<file path="config.mk">
export PLATFORM = sky130hd
export DESIGN_NAME = serial_addsub
export DESIGN_NICKNAME = d
export VERILOG_FILES = /design/src/rtl/addsub_pkg.sv /design/src/rtl/adder1.sv /design/src/rtl/serial_addsub.sv
export SDC_FILE = /design/constraint.sdc
export NUM_CORES = 1
export LEC_CHECK = 0
export ABC_AREA = 1
export ABC_CLOCK_PERIOD_IN_PS = 1250
export CAP_MARGIN = 30
export CORE_ASPECT_RATIO = 1.75
export CORE_MARGIN = 2
export CORE_UTILIZATION = 40
export DETAILED_ROUTE_END_ITERATION = 16
export GPL_ROUTABILITY_DRIVEN = 0
export GPL_TIMING_DRIVEN = 0
export PLACE_DENSITY = 0.78
export SETUP_SLACK_MARGIN = 0.2
export SLEW_MARGIN = 10
export SYNTH_ARGS = -nofsm -noshare
export SYNTH_HDL_FRONTEND = slang
export SYNTH_SLANG_ARGS = --single-unit
</file>
<file path="constraint.sdc">
create_clock -name clk -period 1.25 [get_ports clk]
set_input_delay 0.25 -clock clk [delete_from_list [all_inputs] [get_ports clk]]
set_output_delay 0.25 -clock clk [all_outputs]
set_load 0.05 [all_outputs]
</file>
<file path="src/rtl/addsub_pkg.sv">
`default_nettype none
// ----------------------------------------------------------------------------
// Module  : addsub_pkg
// Brief   : Shared types for the bit-serial adder/subtractor.
// Revision: 1.0 - initial release
// ----------------------------------------------------------------------------
package addsub_pkg;

  // Default operand width of the serial adder/subtractor.
  localparam int ADDSUB_DEFAULT_N = 8;

  // Bit counter width for the default operand width.
  localparam int ADDSUB_CNT_W = $clog2(ADDSUB_DEFAULT_N);

  // Bit counter type for the default operand width.
  typedef logic [ADDSUB_CNT_W-1:0] count_t;

  // Controller states.
  typedef enum logic [1:0] {
    S_IDLE = 2'd0,
    S_RUN  = 2'd1,
    S_DONE = 2'd2
  } state_t;

  // Bit counter width for an arbitrary operand width.
  // A width of at least 1 is always returned so the counter is never empty.
  function automatic int cnt_width(input int n);
    return (n <= 2) ? 1 : $clog2(n);
  endfunction

endpackage : addsub_pkg
`default_nettype wire

</file>
<file path="src/rtl/adder1.sv">
`default_nettype none
// ----------------------------------------------------------------------------
// Module  : adder1
// Brief   : One-bit full adder cell, used as the serial bit-slice.
// Revision: 1.0 - initial release
// ----------------------------------------------------------------------------
module adder1 (
  input  logic a,
  input  logic b,
  input  logic c_in,
  output logic sum,
  output logic c_out
);

  // Plain full-adder equations.
  always_comb begin
    sum   = a ^ b ^ c_in;
    c_out = (a & b) | (a & c_in) | (b & c_in);
  end

endmodule : adder1
`default_nettype wire

</file>
<file path="src/rtl/serial_addsub.sv">
`default_nettype none
// ----------------------------------------------------------------------------
// Module  : serial_addsub
// Brief   : Bit-serial N-bit adder/subtractor with valid/ready handshakes.
//           One bit per clock through a single full-adder cell; subtraction
//           is A + ~B + 1 with the +1 injected as the initial carry.
// Revision: 1.0 - initial release
// ----------------------------------------------------------------------------
module serial_addsub
  import addsub_pkg::*;
#(
  parameter int N = ADDSUB_DEFAULT_N
) (
  input  logic         clk,
  input  logic         rst,
  input  logic         in_valid,
  output logic         in_ready,
  input  logic [N-1:0] a,
  input  logic [N-1:0] b,
  input  logic         sub,
  output logic         out_valid,
  input  logic         out_ready,
  output logic [N-1:0] result,
  output logic         c_out,
  output logic         overflow
);

  localparam int              CNT_W    = cnt_width(N);
  localparam logic [CNT_W-1:0] LAST_BIT = CNT_W'(N - 1);

  state_t             state_q;
  logic               in_ready_q;
  logic               out_valid_q;
  logic [N-1:0]       sa_q;
  logic [N-1:0]       sb_q;
  logic               carry_q;
  logic [CNT_W-1:0]   count_q;
  logic [N-1:0]       result_q;
  logic               c_out_q;
  logic               overflow_q;

  logic               sum_bit;
  logic               bit_carry;

  // Single bit-slice: LSBs of the operand shifters plus the carry flop.
  adder1 u_adder1 (
    .a     (sa_q[0]),
    .b     (sb_q[0]),
    .c_in  (carry_q),
    .sum   (sum_bit),
    .c_out (bit_carry)
  );

  // Controller and datapath: operand capture, serial shift, result capture.
  always_ff @(posedge clk or posedge rst) begin
    if (rst) begin
      state_q     <= S_IDLE;
      in_ready_q  <= 1'b1;
      out_valid_q <= 1'b0;
      sa_q        <= '0;
      sb_q        <= '0;
      carry_q     <= 1'b0;
      count_q     <= '0;
      result_q    <= '0;
      c_out_q     <= 1'b0;
      overflow_q  <= 1'b0;
    end else begin
      case (state_q)
        S_IDLE: begin
          if (in_valid) begin
            // B is inverted here for subtraction; the +1 rides in carry.
            sa_q       <= a;
            sb_q       <= sub ? ~b : b;
            carry_q    <= sub;
            count_q    <= '0;
            in_ready_q <= 1'b0;
            state_q    <= S_RUN;
          end
        end

        S_RUN: begin
          // Sum bits enter from the MSB side so the first (LSB) sum bit
          // ends up in result[0] after N shifts.
          result_q <= {sum_bit, result_q[N-1:1]};
          sa_q     <= {1'b0, sa_q[N-1:1]};
          sb_q     <= {1'b0, sb_q[N-1:1]};
          carry_q  <= bit_carry;
          count_q  <= count_q + CNT_W'(1);
          if (count_q == LAST_BIT) begin
            // carry_q is the carry into the MSB, bit_carry the carry out.
            c_out_q     <= bit_carry;
            overflow_q  <= carry_q ^ bit_carry;
            out_valid_q <= 1'b1;
            state_q     <= S_DONE;
          end
        end

        S_DONE: begin
          // in_ready only rises after this edge, so no same-cycle turnover.
          if (out_ready) begin
            out_valid_q <= 1'b0;
            in_ready_q  <= 1'b1;
            state_q     <= S_IDLE;
          end
        end

        default: begin
          state_q     <= S_IDLE;
          in_ready_q  <= 1'b1;
          out_valid_q <= 1'b0;
        end
      endcase
    end
  end

  assign in_ready  = in_ready_q;
  assign out_valid = out_valid_q;
  assign result    = result_q;
  assign c_out     = c_out_q;
  assign overflow  = overflow_q;

endmodule : serial_addsub
`default_nettype wire

</file>
After elaboration in Yosys (flattened, before gate mapping)
Index checks and enable logic that the tools add are counted.

Add/sub/neg operators: 1. Multiply operators: 0. Divide/modulo/power cells: 0. Order comparisons: 0. Eq/ne operators: 6. Shift operators: 0. Muxes and demuxes: 19. Bitwise gates (word level): 11. Reduce and logical (&&, ||, !) cells: 7.

Operator list (count): one-hot mux 8 bit (2 select lines) (2); 2-to-1 mux 8 bit (3); AND reduction 3 bit (3); NOT 8 bit (1); 2-to-1 mux 2 bit (3); inequality test 2 bit (second input constant) (3); one-hot mux 1 bit (3 select lines) (2); one-hot mux 2 bit (3 select lines) (1); one-hot mux 3 bit (2 select lines) (1); 2-to-1 mux 1 bit (5); AND reduction 2 bit (2); adder 3 x 1 -> 3 bit (second input constant) (1); bitwise AND 1 bit (3); == test 3 bit (second input constant) (1); 2-to-1 mux 3 bit (1); bitwise XOR 1 bit (3); == test 2 x 1 -> 1 bit (second input constant) (1); == test 2 bit (second input constant) (1); logical NOT 2 bit (1); NOT 1 bit (2); bitwise OR 1 bit (2); one-hot mux 1 bit (2 select lines) (1); nonzero test 2 bit (1).

Bits in registers: 34. Latch bits: 0. Memory bits (writable): 0. Bits in read-only memories: 0. Output and inout port bits: 12. Memories: 0.

Longest topological paths before layout
Depth after elaboration: 4. Gate-level depth with buffers: 7. Depth with buffers taken out: 7.

Cells and area by module
From an unflattened synthesis, not the netlist that was laid out.

Cells, all modules: 198. Area total of the unflattened synthesis: 1597.8 um2.

By module, submodules not included: serial_addsub (instances 1, cells each 197, area each 1577.8 um2); adder1 (instances 1, cells each 1, area each 20.0 um2).

Worst setup path before layout
No wires, ideal clock.

Path kind: register to register. From: register carry_q. To: register overflow_q, in the netlist overflow. Library setup time: 0.118 ns. Data arrival time: 1.122 ns. Required time: 1.132 ns. Path slack: 0.010 ns. Stages on the path, launching flop included: 5. Period minus slack after synthesis: 1.240 ns. Path through: dfrtp_1 > fa_1 > xor2_1 > nand2_1 > nand2_1.

Cells in the longest elaborated chain, start to end: 4. Elaborated cells on any way between the ends: 5. Classes of those cells: bitwise: 5.

RTL lines: start: declaration (line serial_addsub.sv:36) `logic carry_q;`; start signal: assignment (line serial_addsub.sv:74) `carry_q <= sub;`; start signal: assignment (line serial_addsub.sv:87) `carry_q <= bit_carry;`; bitwise AND 1 bit (line adder1.sv:18) `c_out = (a & b) | (a & c_in) | (b & c_in);`; bitwise OR 1 bit (line adder1.sv:18); bitwise OR 1 bit (*) (line adder1.sv:18); via bit_carry (line serial_addsub.sv:43) `logic bit_carry;`; bitwise XOR 1 bit (*) (line serial_addsub.sv:92) `overflow_q <= carry_q ^ bit_carry;`; end signal: assignment (line serial_addsub.sv:92); end: declaration (line serial_addsub.sv:40) `logic overflow_q;`.

The timed path passes the listed nets; every way through them passes the cells marked *. A chain may end at the register's enable or synchronous reset.

Final worst setup path
From: register sb_q[0]. To: register overflow_q, in the netlist overflow.

Cells in the longest elaborated chain, start to end: 4. Elaborated cells on any way between the ends: 5. Classes of those cells: bitwise: 5.

RTL lines: start: declaration (line serial_addsub.sv:35) `logic [N-1:0] sb_q;`; start signal: assignment (line serial_addsub.sv:73) `sb_q <= sub ? ~b : b;`; start signal: assignment (line serial_addsub.sv:86) `sb_q <= {1'b0, sb_q[N-1:1]};`; bitwise AND 1 bit (line adder1.sv:18); bitwise OR 1 bit (line adder1.sv:18); bitwise OR 1 bit (*) (line adder1.sv:18); via bit_carry (line serial_addsub.sv:43); bitwise XOR 1 bit (*) (line serial_addsub.sv:92).

Marks and branches as above.

==> results.yml <==
clocking:
  clk_latency_ps: 300
  holdBufCountCts: 0
  clk_pin_slew_ps: 70
  cts.sinks: 34
  htree_levels: 2
  cts_buffer_depth: 2
  cts_tree: "yes"
  clock-root-buffer: "clkbuf_8"
  numCtsBuffers: 5
timing:
  final.setup.tns_ps: -59.99
  rsz0062_at_grt: "true"
  fin_ws_ps: -48.93
  fin_skew_ps: 4.601
  hold_viol_final: 0
  slew_headroom_pct: 69.52
  min_period_ps: 1299
  finalCritPeriodShare_pct: 103.9
  slew_viol_final: 0
  tightest_slew_ps: 456.2
  timing.fmax_mhz: 769.9
  hold_ws_ps: 308.1
  setup_viol: 2
critical_path:
  crit_fanout: 3
  cp_slowest_cell: "fa_2"
  cp_common_cell: "nand2_1"
  crit_required_ps: 1490
  crit_type: "reg2reg"
  path_cells: "fa_2 -> xor2_1 -> nand2_1 -> nand2_1"
  startpoint_type: "register"
  cpPeakStageDelay_ps: 430
  end_kind: "register"
  crit_buf_inv: 0
  critPathTopFamily: "adder cells"
  arrival_ps: 1530
finish:
  syn_to_final_growth_pct: 81.78
  fill_cells: 231
  multi_input_area_um2: 1074
  fin_util_pct: 75.53
  nNetsFinal: 286
  diodes: 0
  regArea_um2: 854.6
  final_cells: 311
  drive_above_1_share_pct: 48.29
floorplanning:
  die_w_um: 51.91
  ioPinCount: 33
  initial_utilization_pct: 41.55
  die-area_um2: 4559
  die_h_um: 87.84
  num_rows: 30
  core_um2: 3866
job:
  max_cap_violations: 0
pwr:
  powerDensity_nw_per_um2: 2591
  leakage_nw: 1.483
  peakVddDrop_mv: 1.553
synth:
  synth_cells: 199
  synthFlopType: "dfrtp_1"
  synth.most_common_cell: "nand2_1"
  yosysUniqueCellTypes: 16
  syn-num-nets: 223
  synth_top_area_share_pct: 51.40
  yosys-top-cells-count: "nand2_1, nand3_1, dfrtp_1, inv_1, buf_2"
  ys_top_cells_by_area: "dfrtp_1, nand2_1, nand3_1"
  synth.avg_cell_area_um2: 8.073
  yosysSeqAreaShare_pct: 53.04
  synth_edf_count: 0
  yosys_warnings: 0
  synthArstFlopShare_pct: 100.0
  post-synth-top-area-cell: "dfrtp_1"
  ys_ff_latch: 34
  netlist_area_um2: 1607
detailed_routing:
  first_pass_iters: 4
  via_count: 1665
  drc: 0
  ant_nets: 0
  drtIter0Drc: 54
  wl_per_cell_um: 18.28
  viasPerCell: 5.354
  routed_wl_um: 5685
global_route:
  overflow: 0
  track_usage_pct: 20.31
  grt_pass1_vias: 1563
  grt_pass1_wl_um: 6934
  grt_max_degree: 19
  antenna_found_initial: 0
place:
  portBuffers: 30
  dp_hpwl_um: 2539
  dp_cells: 278
status:
  outcome: "finished with violations"
  failed_checks: "negative setup slack"
min_path:
  hp-class: "in2async"
## flip-flops by register name (all words and copies together), names as in the netlist
name and count:
result 8, in_ready 1, carry_q 1, c_out 1, overflow 1, count_q 3, sa_q 8, state_q 2
out_valid 1, sb_q 8
## metal layers
metal	wire length [um]	global-route usage [%]	up-vias
li1	-	-	763
met1	2064	23.67	815
met2	3198	36.25	65
met3	221	3.754	22
met4	201	7.177	0
met5	0	0	-
## path summary, 6_finish.rpt
path / from / end / slack [ps] / cells after the start
min reg2reg: in_ready / in_ready / 500 / 2
max reg2reg: sb_q[0] / overflow / -50 / 4
min in group clk: in_valid / sa_q[1] / 350 / 3
min: rst / result[1] / 310 / 2
max in group asynchronous: rst / overflow / 520 / 3
max: sb_q[0] / overflow / -50 / 4
## report_power, final
part | internal, mW | total, mW | leakage [nW] | switching (mW)
logic | 2.10 | 4.51 | 0.991 | 2.41
clock network | 0.587 | 1.01 | 0.0579 | 0.428
registers | 1.56 | 2.04 | 0.433 | 0.477
total | 4.25 | 7.57 | 1.48 | 3.32
## logic make-up (layout without fill, tap and decap cells)
group	Yosys count	after routing	share of synthesized area [%]
XOR/XNOR	2	2	1.091
buffers and inverters	22	85	6.309
adder cells (fa/ha/maj)	3	3	2.804
AO/OA/AOI/OAI	4	4	1.402
flip-flops	34	34	53.04
AND/OR/NAND/NOR	134	135	35.36
## repair_timing
item | CTS | global route
gates resized for setup | 112 | 93
pin swaps | 15 | 22
endpoints found under the setup margin | 46 | 71
gates cloned | 1 | 4
buffers inserted | 15 | 5
## cells in the final DEF, fill, tap and decap left out, drive strengths merged
cell type and n:
dfrtp 33, o31ai 1, nand3 44, xor2 2, clkbuf 9, o21ai 3, nor2 4, nand2 87
inv 10, dfstp 1, fa 1, ha 2, clkinv 4, buf 42, clkdlybuf4s50 18, clkinvlp 1
bufinv 1
## worst register-to-register path: cells and delay by family (launching register included)
| family | cells | cell delay (ps) |
|---|---|---|
| XOR/XNOR | 1 | 230 |
| adder cells (fa/ha/maj) | 1 | 430 |
| AND/OR/NAND/NOR | 2 | 160 |
| flip-flops | 1 | 420 |
## final cells by class
type / count / area share [%]
Multi-Input combinational cell: 144 / 36.76
Sequential cell: 34 / 29.26
Timing Repair Buffer: 55 / 21.55
Buffer: 9 / 4.242
Inverter: 13 / 2.399
Clock buffer: 5 / 2.356
Tap cell: 48 / 2.057
Clock inverter: 3 / 1.371
## through the flow
step / power, mW / worst slack (ps) / instance area [um^2]
finish: 7.567 / -48.93 / 2920
global route: 7.891 / -91.67 / 2920
CTS: 5.860 / 21.59 / 2409
detailed placement: 4.190 / -299.1 / 2024
global placement: 4.082 / -494.6 / 1997
floorplan: 3.449 / 118.4 / 1637
No activity file was read; power rests on OpenSTA's default activity.
